## src/rtl/reg_pkg.sv

```systemverilog
// Shared definitions for the register scoreboard: instruction field positions,
// the zero-register index and the field splitter used by the decode stage.
package reg_pkg;

  localparam int NREGS_DEF = 32;
  localparam int FIELD_W   = 5;
  localparam int RD_LSB    = 0;
  localparam int RN_LSB    = 5;
  localparam int RM_LSB    = 16;
  localparam int XZR_IDX   = 31;

  typedef logic [FIELD_W-1:0] reg_idx_t;

  typedef struct packed {
    reg_idx_t rm;
    reg_idx_t rn;
    reg_idx_t rd;
  } reg_fields_t;

  function automatic reg_fields_t split_fields(input logic [31:0] ibus);
    reg_fields_t f;
    f.rd = ibus[RD_LSB +: FIELD_W];
    f.rn = ibus[RN_LSB +: FIELD_W];
    f.rm = ibus[RM_LSB +: FIELD_W];
    return f;
  endfunction

endpackage

```

## src/rtl/reg_onehot_dec.sv

```systemverilog
// Register-field decoder: turns a 5-bit register index into an NREGS-wide
// one-hot select (all zeros when the index is beyond NREGS).
module reg_onehot_dec
  import reg_pkg::*;
#(
  parameter int NREGS = NREGS_DEF
) (
  input  logic [FIELD_W-1:0] i_field,
  output logic [NREGS-1:0]   o_onehot
);

  assign o_onehot = NREGS'(1) << i_field;

endmodule

```

## src/rtl/reg_scoreboard.sv

```systemverilog
// Issue-stage hazard controller: per-register busy bits, RAW/WAW stall and a
// saturating stall counter. Define REG_SCOREBOARD_FWD_EN to let a same-cycle
// writeback free its register for the hazard check (needs register-file bypass).
module reg_scoreboard
  import reg_pkg::*;
#(
  parameter int NREGS = NREGS_DEF,
  parameter int CNT_W = 16
) (
  input  logic             clk,
  input  logic             reset,
  input  logic [31:0]      ibus,
  input  logic             iss_valid,
  input  logic             uses_rn,
  input  logic             uses_rm,
  input  logic             writes_rd,
  output logic             iss_ready,
  output logic [NREGS-1:0] rn_sel,
  output logic [NREGS-1:0] rm_sel,
  output logic [NREGS-1:0] rd_sel,
  input  logic             wb_valid,
  input  logic [NREGS-1:0] wb_sel,
  input  logic             flush,
  output logic [NREGS-1:0] busy,
  output logic [CNT_W-1:0] stall_cnt
);

  localparam logic [NREGS-1:0] XZR_MASK =
    (XZR_IDX < NREGS) ? (NREGS'(1) << XZR_IDX) : '0;

  reg_fields_t      w_fields;
  logic [NREGS-1:0] w_wb_clr;
  logic [NREGS-1:0] w_busy_eff;
  logic [NREGS-1:0] w_busy_set;
  logic [NREGS-1:0] w_busy_nxt;
  logic             w_src_haz;
  logic             w_waw_haz;
  logic             w_issue;
  logic             w_stall;
  logic [NREGS-1:0] r_busy;
  logic [CNT_W-1:0] r_stall_cnt;

  assign w_fields = split_fields(ibus);

  reg_onehot_dec #(.NREGS(NREGS)) u_dec_rd (.i_field(w_fields.rd), .o_onehot(rd_sel));
  reg_onehot_dec #(.NREGS(NREGS)) u_dec_rn (.i_field(w_fields.rn), .o_onehot(rn_sel));
  reg_onehot_dec #(.NREGS(NREGS)) u_dec_rm (.i_field(w_fields.rm), .o_onehot(rm_sel));

  assign w_wb_clr = wb_valid ? wb_sel : '0;

`ifdef REG_SCOREBOARD_FWD_EN
  assign w_busy_eff = r_busy & ~w_wb_clr;
`else
  assign w_busy_eff = r_busy;
`endif

  assign w_src_haz = (uses_rn && |(w_busy_eff & rn_sel)) ||
                     (uses_rm && |(w_busy_eff & rm_sel));
  assign w_waw_haz = writes_rd && |(w_busy_eff & rd_sel);

  assign iss_ready = iss_valid && !flush && !w_src_haz && !w_waw_haz;
  assign w_issue   = iss_valid && iss_ready;
  assign w_stall   = iss_valid && !iss_ready;

  // NOTE: every always_comb output gets a default first, so no path leaves
  // a signal unassigned and no latch is inferred.
  always_comb begin
    w_busy_set = '0;
    if (w_issue && writes_rd) w_busy_set = rd_sel & ~XZR_MASK;
    // Clear before set: a register re-issued in its writeback cycle stays busy.
    w_busy_nxt = flush ? '0 : ((r_busy & ~w_wb_clr) | w_busy_set);
  end

  // NOTE: sequential state uses non-blocking assignments so every register
  // samples pre-edge values regardless of statement order.
  always_ff @(posedge clk or posedge reset) begin
    if (reset) begin
      r_busy      <= '0;
      r_stall_cnt <= '0;
    end else begin
      r_busy <= w_busy_nxt;
      if (w_stall && (r_stall_cnt != '1)) r_stall_cnt <= r_stall_cnt + CNT_W'(1);
    end
  end

  assign busy      = r_busy;
  assign stall_cnt = r_stall_cnt;

endmodule

```

## config.mk

```make
export PLATFORM = sky130hd
export DESIGN_NAME = reg_scoreboard
export DESIGN_NICKNAME = d
export VERILOG_FILES = /design/src/rtl/reg_pkg.sv /design/src/rtl/reg_onehot_dec.sv /design/src/rtl/reg_scoreboard.sv
export SDC_FILE = /design/constraint.sdc
export NUM_CORES = 1
export LEC_CHECK = 0
export ABC_AREA = 1
export CAP_MARGIN = 20
export CORE_ASPECT_RATIO = 1.1
export CORE_MARGIN = 2
export CORE_UTILIZATION = 45
export DETAILED_ROUTE_END_ITERATION = 16
export GPL_ROUTABILITY_DRIVEN = 0
export GPL_TIMING_DRIVEN = 0
export PLACE_DENSITY = 0.89
export SETUP_SLACK_MARGIN = 0.1
export SYNTH_ARGS = -nofsm -noshare
export SYNTH_HDL_FRONTEND = slang
export SYNTH_SLANG_ARGS = --single-unit
```

## constraint.sdc

```tcl
create_clock -name clk -period 7.7 [get_ports clk]
set_clock_uncertainty 0.1 [all_clocks]
set_input_delay 1.925 -clock clk [delete_from_list [all_inputs] [get_ports clk]]
set_output_delay 1.925 -clock clk [all_outputs]
set_load 0.03 [all_outputs]
```

==> results of run 1 <==
## synth_stat cells (all sizes together)
library cell and n:
clkbuf 18, nor2 161, a21oi 31, xor2 4
inv 36, dfrtp 48, buf 25, xnor2 10
nand2 227, nand4 51, nand3 101, nor4 1
nor3 17, ha 1
## cell type report
type | count | share of cell area
inverter | 36 | 0.02052
buffer | 43 | 0.03514
sequential | 48 | 0.1824
timing repair buffer | 197 | 0.3009
clock buffer | 6 | 0.01254
clock inverter | 2 | 0.005889
multi-input combinational | 604 | 0.4204
tap | 117 | 0.02223
## how the worst max path moves through the flow
stage | start | endpoint | slack [ps]
3_5_place_dp | ibus[3] | iss_ready | 1050
5_1_grt | ibus[1] | iss_ready | 810
6_report | ibus[3] | iss_ready | 990
2_1_floorplan | ibus[17] | iss_ready | 2160
4_1_cts | ibus[3] | iss_ready | 1050
3_3_place_gp | ibus[3] | iss_ready | 1050
## where the power goes
group	leakage, nW	switching [mW]	internal, mW
clock	0.0614	0.0905	0.106
combinational	2.17	0.137	0.0845
sequential	0.665	0.0166	0.262
total	2.89	0.244	0.452
## per-layer routing
layer  part of all wire  track usage  vias up
met5                  0            0        -
met3               0.11      0.05671       77
met2               0.46       0.5488      399
li1                   -            -     2800
met4              0.040       0.1290        0
met1               0.39       0.4181     2636
## registers in the layout (all words and copies together), names as in the netlist
name       flops
busy          32
stall_cnt     16
## worst register-to-register path: cells and delay by family (launching register included)
family                   cells  cell delay [ps]
adder cells (fa/ha/maj)      1              250
AND/OR/NAND/NOR              7             1090
buffers and inverters        2              270
flip-flops                   1              450
## per-stage QoR
step	hold slack, ps	area (um2)
detailed placement	431.9	6465
floorplan	575.2	4337
global placement	426.3	6445
CTS	458.5	6586
finish	458.7	6586
global route	482.3	6586
## kinds of logic (layout without fill, tap and decap cells)
logic type	Yosys count	in the layout	synth area share
buf+inv	79	284	0.08453
compound gates	31	31	0.03578
fa+ha+maj	1	1	0.002885
flops	48	48	0.2770
xor+xnor	14	14	0.02827
simple gates	558	558	0.5716
==> run_results.csv, run 1 <==
group,metric,value,unit
route,finalWirelength,17410,um
setup_path,cpMostUsedCell,"nand2_1",
floorplanning,die_w,97.60,um
synth,yosysWarnings,0,
timing,worstMarginPinSlew,524.8,ps
timing,final.setup.worst_slack,993.8,ps
floorplanning,ioPinCount,217,
synth,synth_top_area_frac,0.2770,
timing,rsz0062_at_grt,"false",
clock_network,cts-root-buf,"clkbuf_8",
floorplanning,coreArea,9351,um2
route,wire_per_inst,16.53,um
cells_and_area,syn_to_final_growth,51.88,%
place,placed_cells,1045,
pwr,p_leak,2.893,nW
global_routing,grt.overflow.total,0,
timing,fin_setup_tns,0,ps
worst_hold_path,hold_path_depth,2,
route,ant_nets,0,
floorplanning,die_h,107.0,um
setup_path,cp.buffers_inverters,4,
setup_path,r2r_start,"stall_cnt[0]",
setup_path,cp_slowest_stage_delay,690,ps
cells_and_area,multi_input_area,2769,um2
timing,drv_slew,0,
clock_network,cts-hold-fix-buffers,0,
pwr,p_per_area,105.7,nW/um2
route,vias_per_cell,5.614,
timing,hold_violations,0,
clock_network,cts_tree,"yes",
setup_path,rrSetupSlack,5500,ps
place,pre_cts_slack,1054,ps
setup_path,crit_family,"buffers and inverters",
synth,synth-seq-cells,48,
timing,min_period_over_period,0.8709,
setup_path,crit_cells,15,
clock_network,post_cts_buffers,0,
timing,maxSlewHeadroom,0.6502,
synth,synth_cells,731,
timing,setup_viol,0,
synth,avgSynthCellArea,5.933,um2
job,drv_cap,0,
synth,synth_top_area_cell,"dfrtp_1",
route,drc,0,
timing,period_needed,6706,ps
floorplanning,dieArea,10440,um2
synth,synth_fp_nets,804,
route,drt_iter0_drc,541,
setup_path,worstSetupStartpointType,"input pin",
setup_path,critical_path.cell_chain,"clkdlybuf4s50_1 > buf_4 > nand3_1 > nor2_1 > nand2_1 > nand2_1 > nor2_1 > nand2_1 > nor2_1 > nand2_1 > nand2_1 > nand2_2 > nor2_4 > buf_6 > clkdlybuf4s50_1",
floorplanning,start_util,0.4637,
synth,yosysSeqAreaShare,0.2770,
cells_and_area,final_util,0.7043,
run_status,outcome,"complete, no violations",
clock_network,cts_resized,0,
cells_and_area,drive_gt1_frac,0.05769,
pwr,vdd_drop_max,177.4,uV
setup_path,crit_type,"in -> out",
clock_network,clock_sinks,48,
setup_path,crit_fanout,10,
place,port_buffers,196,
synth,ys_types,25,
pwr,power,696.2,uW
worst_hold_path,worst_hold_startpoint,"stall_cnt[1]",
cells_and_area,n_antenna_cell,0,
worst_hold_path,hold_end,"stall_cnt[1]",
cells_and_area,regArea,1201,um2
cells_and_area,fin_cells,1053,
cells_and_area,fin_nets,1008,
cells_and_area,fillers,840,
clock_network,clockBufferDepth,2,
clock_network,h-tree-depth,2,
setup_path,rr_endpoint,"stall_cnt[4]",
synth,synthTopCellsByArea,"dfrtp_1, nand2_1, nor2_1, nand3_1, nand4_1",
global_routing,grt_first_pass_wirelength,27540,um
cells_and_area,final_common_cell,"nand2_1",
global_routing,grtUsageTotal,0.3261,
route,dr.pass1.iters,5,
timing,fmax,0.1491,GHz
route,vias,5912,
cells_and_area,layout_common_cells,"nand2_1, clkdlybuf4s50_1, nor2_1",
setup_path,cp_slowest_cell,"clkdlybuf4s50_1",
place,dp_hpwl,13520,um
clock_network,cts.clk_slew.worst_paths,100,ps
setup_path,critPathCaptureType,"output pin",
global_routing,antenna_found_initial,0,
clock_network,cts_made_buffers,5,
global_routing,grt_pass1_vias,5442,
worst_hold_path,hold_class,"reg -> reg",
global_routing,grt_max_degree,39,
clock_network,clock_latency,310,ps
floorplanning,num_rows,37,
setup_path,r2r_cells,10,
setup_path,crit_arrival,4680,ps
synth,netlist_area,4337,um2
setup_path,cp.required,5680,ps
No activity file was read; power rests on OpenSTA's default activity.
==> run 2, diff against run 1 <==
- GPL_TIMING_DRIVEN: 0 -> unset
==> run 2 against run 1 <==
Compared with the run above:
- hold slack hardly changed
- via count decreased by 3.0%
- first-iteration DRC count decreased by 15%
- global-route usage decreased by 1.7 points
- critical path depth is 1 lower
- flip-flop and latch count is the same
- count of clock-buffer cells in the layout shrank 1
- sequential share of layout area grew 0.38 points
- critical path type unchanged
- final cell count shrank 2.9%
- cell area fell by 2.0%
==> run_results.csv, run 2 (synthesis results as in run 1) <==
group,metric,value,unit
timing,worstMarginPinSlew,901.7,ps
job,drv_cap,0,
cells_and_area,largest_reg_flops,32,
timing,fin_setup_tns,0,ps
route,dr.pass1.iters,7,
setup_path,crit_arrival,4420,ps
clock_network,cts_tree,"yes",
cells_and_area,fin_nets,977,
global_routing,grtUsageTotal,0.3095,
place,port_buffers,199,
timing,setup_viol,0,
route,vias_per_cell,5.611,
global_routing,busiest_layer,"met2",
clock_network,cts.clk_slew.worst_paths,90,ps
worst_hold_path,hold_class,"reg -> reg",
setup_path,rr_endpoint,"stall_cnt[0]",
clock_network,cts_made_buffers,5,
global_routing,grt_first_pass_wirelength,26100,um
global_routing,grt.overflow.total,0,
timing,period_needed,6441,ps
floorplanning,die_w,97.60,um
setup_path,r2r_cells,9,
route,ant_nets,0,
route,drt_iter0_drc,459,
cells_and_area,n_antenna_cell,0,
setup_path,crit_end,"iss_ready",
timing,fmax,0.1553,GHz
setup_path,critical_path.cell_chain,"clkdlybuf4s50_1 > buf_4 > inv_1 > nor2_1 > nand2_1 > nand2_1 > nor2_1 > nand2_1 > nor2_1 > nand2_1 > nand2_1 > nand2_2 > nor2_4 > buf_4",
timing,drv_slew,0,
place,dp_hpwl,12110,um
cells_and_area,final_common_cell,"nand2_1",
floorplanning,start_util,0.4637,
timing,maxSlewHeadroom,0.3982,
floorplanning,die_h,107.0,um
floorplanning,coreArea,9351,um2
pwr,power,681.0,uW
floorplanning,num_rows,37,
cells_and_area,final_util,0.6900,
setup_path,worstSetupStartpointType,"input pin",
setup_path,cp_slowest_stage_delay,690,ps
cells_and_area,layout_common_cells,"nand2_1, clkdlybuf4s50_1, nor2_1",
global_routing,grt_use_met1,0.3982,
clock_network,clockBufferDepth,2,
clock_network,cts-root-buf,"clkbuf_8",
route,drc,0,
global_routing,grt_pass1_vias,5286,
setup_path,cp.required,5680,ps
clock_network,h-tree-depth,2,
clock_network,clock_sinks,48,
setup_path,cpMostUsedCell,"nand2_1",
pwr,p_per_area,105.5,nW/um2
timing,rsz0062_at_grt,"false",
cells_and_area,regArea,1201,um2
setup_path,crit_type,"in -> out",
cells_and_area,syn_to_final_growth,48.79,%
setup_path,critPathCaptureType,"output pin",
cells_and_area,multi_input_area,2769,um2
cells_and_area,fin_cells,1022,
pwr,p_leak,2.830,nW
global_routing,use_met3,0.06714,
setup_path,cp_slowest_cell,"inv_1",
route,finalWirelength,16530,um
floorplanning,ioPinCount,217,
route,vias,5734,
clock_network,cts_resized,0,
global_routing,grt_max_degree,49,
setup_path,r2r_start,"stall_cnt[0]",
timing,hold_violations,0,
worst_hold_path,worst_hold_startpoint,"stall_cnt[1]",
global_routing,antenna_found_initial,0,
setup_path,rrSetupSlack,5350,ps
setup_path,crit_start,"ibus[20]",
cells_and_area,drive_gt1_frac,0.04862,
clock_network,cts-hold-fix-buffers,0,
pwr,vdd_drop_max,206.9,uV
run_status,outcome,"complete, no violations",
clock_network,post_cts_buffers,0,
route,wire_per_inst,16.17,um
cells_and_area,fillers,817,
clock_network,clock_latency,310,ps
place,placed_cells,1012,
timing,min_period_over_period,0.8365,
setup_path,crit_fanout,32,
global_routing,use_met2,0.5005,
floorplanning,dieArea,10440,um2
run 2: layout make-up:
cell class                 instances  area share
clock buffer                       5     0.01067
clock inverter                     3    0.007369
inverter                          36     0.02094
multi-input combinational        604      0.4291
sequential                        48      0.1862
tap                              117     0.02269
timing repair buffer             209      0.3231
run 2: how the worst min path moves through the flow:
stage | endpoint | cells past startpoint
6_report | stall_cnt[1] | 2
5_1_grt | stall_cnt[1] | 2
4_1_cts | stall_cnt[1] | 2
3_5_place_dp | stall_cnt[1] | 2
3_3_place_gp | stall_cnt[1] | 2
2_1_floorplan | busy[31] | 2
run 2: critical path: cells and delay by family:
family                 cells  cell delay, ps
buffers and inverters      4            1490
and+or+nand+nor           10             960
run 2: through the flow:
step	hold WS, ps	worst slack [ps]	instance area [um2]
floorplan	575.2	2164	4337
global placement	428.8	1338	6301
detailed placement	436.0	1301	6301
CTS	461.0	1298	6417
global route	511.4	999.1	6452
finish	459.1	1259	6452
run 2: metal layers:
metal	up-vias	wire length (um)
li1	2744	-
met1	2567	6435
met2	350	7603
met3	73	1690
met4	0	801
met5	-	0
run 2: power breakdown:
group | internal, mW | switching (mW) | leakage [nW]
sequential | 0.262 | 0.0164 | 0.665
combinational | 0.0803 | 0.133 | 2.11
clock | 0.0980 | 0.0919 | 0.0583
==> run 3, diff against run 2 <==
- CORE_UTILIZATION: 45 -> 37
- PLACE_DENSITY: 0.89 -> 0.78
- clock period: 7.7 -> 5.4 ns (I/O delays scaled with it)
==> run 3 against run 2 <==
Compared with the run above:
- global-route usage shrank 3.7 points
- sequential power grew 43%
- clock power grew 96%
- worst setup slack lost 870 ps
- hold slack gained 6.1 ps
- flip-flop and latch count is the same
- non-clock buffer count grew 4
- die area grew 21%
- wire length grew 7.4%
- sequential share of layout area shrank 0.32 points
==> run_results.csv, run 3 (synthesis results as in run 1) <==
group,metric,value,unit
setup_path,cp.buffers_inverters,3,
global_routing,grtUsageTotal,0.2723,
place,pre_cts_slack,395.0,ps
cells_and_area,final_area,6565,um2
place,port_buffers,199,
place,placed_area,6367,um2
floorplanning,ioPinCount,217,
timing,min_period_over_period,0.9282,
cells_and_area,n_antenna_cell,0,
place,placed_cells,1050,
global_routing,grt_first_pass_wirelength,27370,um
cells_and_area,layout_common_cells,"nand2_1, clkdlybuf4s50_1, nor2_1",
clock_network,cts_made_buffers,5,
floorplanning,coreArea,11440,um2
timing,rsz0062_at_grt,"false",
setup_path,rr_endpoint,"stall_cnt[9]",
pwr,p_per_area,163.7,nW/um2
floorplanning,start_util,0.3791,
floorplanning,die_h,117.5,um
setup_path,r2r_start,"busy[15]",
clock_network,cts-root-buf,"clkbuf_16",
clock_network,clock_sinks,48,
worst_hold_path,hold_path_depth,2,
cells_and_area,largest_reg_flops,32,
route,vias,5752,
clock_network,cts_tree,"yes",
route,dr.pass1.iters,6,
setup_path,r2r_cells,13,
pwr,p_leak,2.898,nW
worst_hold_path,worst_hold_startpoint,"stall_cnt[15]",
route,wire_per_inst,16.76,um
timing,hold_slack,465.1,ps
route,drt_iter0_drc,456,
timing,period_needed,5012,ps
global_routing,grt.overflow.total,0,
timing,fmax,0.1995,GHz
cells_and_area,drive_gt1_frac,0.06381,
route,drc,0,
setup_path,cp_slowest_cell,"clkdlybuf4s50_1",
route,vias_per_cell,5.432,
global_routing,antenna_found_initial,0,
global_routing,grt_pass1_vias,5251,
clock_network,cts_resized,0,
timing,worstMarginPinSlew,525.8,ps
timing,setup_viol,0,
floorplanning,num_rows,41,
floorplanning,dieArea,12600,um2
clock_network,h-tree-depth,2,
run_status,outcome,"complete, no violations",
setup_path,critPathCaptureType,"output pin",
cells_and_area,final_common_cell,"nand2_1",
worst_hold_path,hold_end,"stall_cnt[15]",
cells_and_area,final_util,0.5739,
route,ant_nets,0,
setup_path,cp_slowest_stage_delay,740,ps
clock_network,cts-hold-fix-buffers,0,
setup_path,critical_path.cell_chain,"clkdlybuf4s50_1 > inv_1 > nor2_1 > nand2_1 > nor2_1 > clkdlybuf4s50_1",
worst_hold_path,hold_class,"reg -> reg",
setup_path,crit_arrival,3560,ps
cells_and_area,fin_cells,1059,
setup_path,crit_type,"in -> out",
global_routing,grt_max_degree,49,
cells_and_area,fin_nets,981,
timing,maxSlewHeadroom,0.6490,
clock_network,clock_latency,290,ps
floorplanning,die_w,107.2,um
cells_and_area,syn_to_final_growth,51.38,%
timing,drv_slew,0,
route,finalWirelength,17750,um
pwr,power,1.074,mW
timing,hold_violations,0,
pwr,vdd_drop_max,203.6,uV
setup_path,worstSetupStartpointType,"input pin",
clock_network,post_cts_buffers,0,
setup_path,rrSetupSlack,3040,ps
timing,final.setup.worst_slack,387.8,ps
setup_path,crit_fanout,10,
timing,fin_setup_tns,0,ps
clock_network,cts.clk_slew.worst_paths,70,ps
setup_path,crit_family,"buffers and inverters",
place,dp_hpwl,13180,um
clock_network,clockBufferDepth,2,
setup_path,cp.required,3950,ps
job,drv_cap,0,
==> run 3: layout make-up <==
cell class | instances | area, um2
Clock inverter | 2 | 38.79
Fill cell | 1140 | 4875
Timing Repair Buffer | 213 | 2095
Sequential cell | 48 | 1201
Inverter | 36 | 135.1
Multi-Input combinational cell | 604 | 2769
Tap cell | 150 | 187.7
Clock buffer | 6 | 138.9
==> run 3: per-layer routing <==
layer	routed length, um	vias to the layer above	track usage	share of wire
li1	-	2756	-	-
met1	6868	2630	0.3329	0.39
met2	8357	311	0.4529	0.47
met3	1858	55	0.06645	0.10
met4	664	0	0.1136	0.037
met5	0	-	0	0
==> run 3: how the worst max path moves through the flow <==
stage | cells after the start | slack [ps] | start | to
finish | 6 | 390 | ibus[2] | rd_sel[7]
global route | 6 | 230 | ibus[1] | rd_sel[27]
CTS | 6 | 400 | ibus[2] | rd_sel[7]
detailed placement | 6 | 400 | ibus[2] | rd_sel[7]
global placement | 6 | 400 | ibus[2] | rd_sel[7]
floorplan | 13 | 1010 | ibus[17] | iss_ready
==> run 3: worst register-to-register path: stages (launching register included) <==
cell	delay, ps
dfrtp_1	490
nand4_1	140
nand2_1	60
nor2_1	120
nand2_1	70
nor2_1	120
nand2_1	90
nand2_1	70
nand2_2	90
nor2_4	140
buf_4	410
nor2_4	160
nand3_1	110
nand2_1	70
==> run 3: report_power, final <==
group | switching, mW | internal [mW]
Sequential | 0.0234 | 0.373
Combinational | 0.189 | 0.116
Clock | 0.141 | 0.232
Total | 0.353 | 0.721
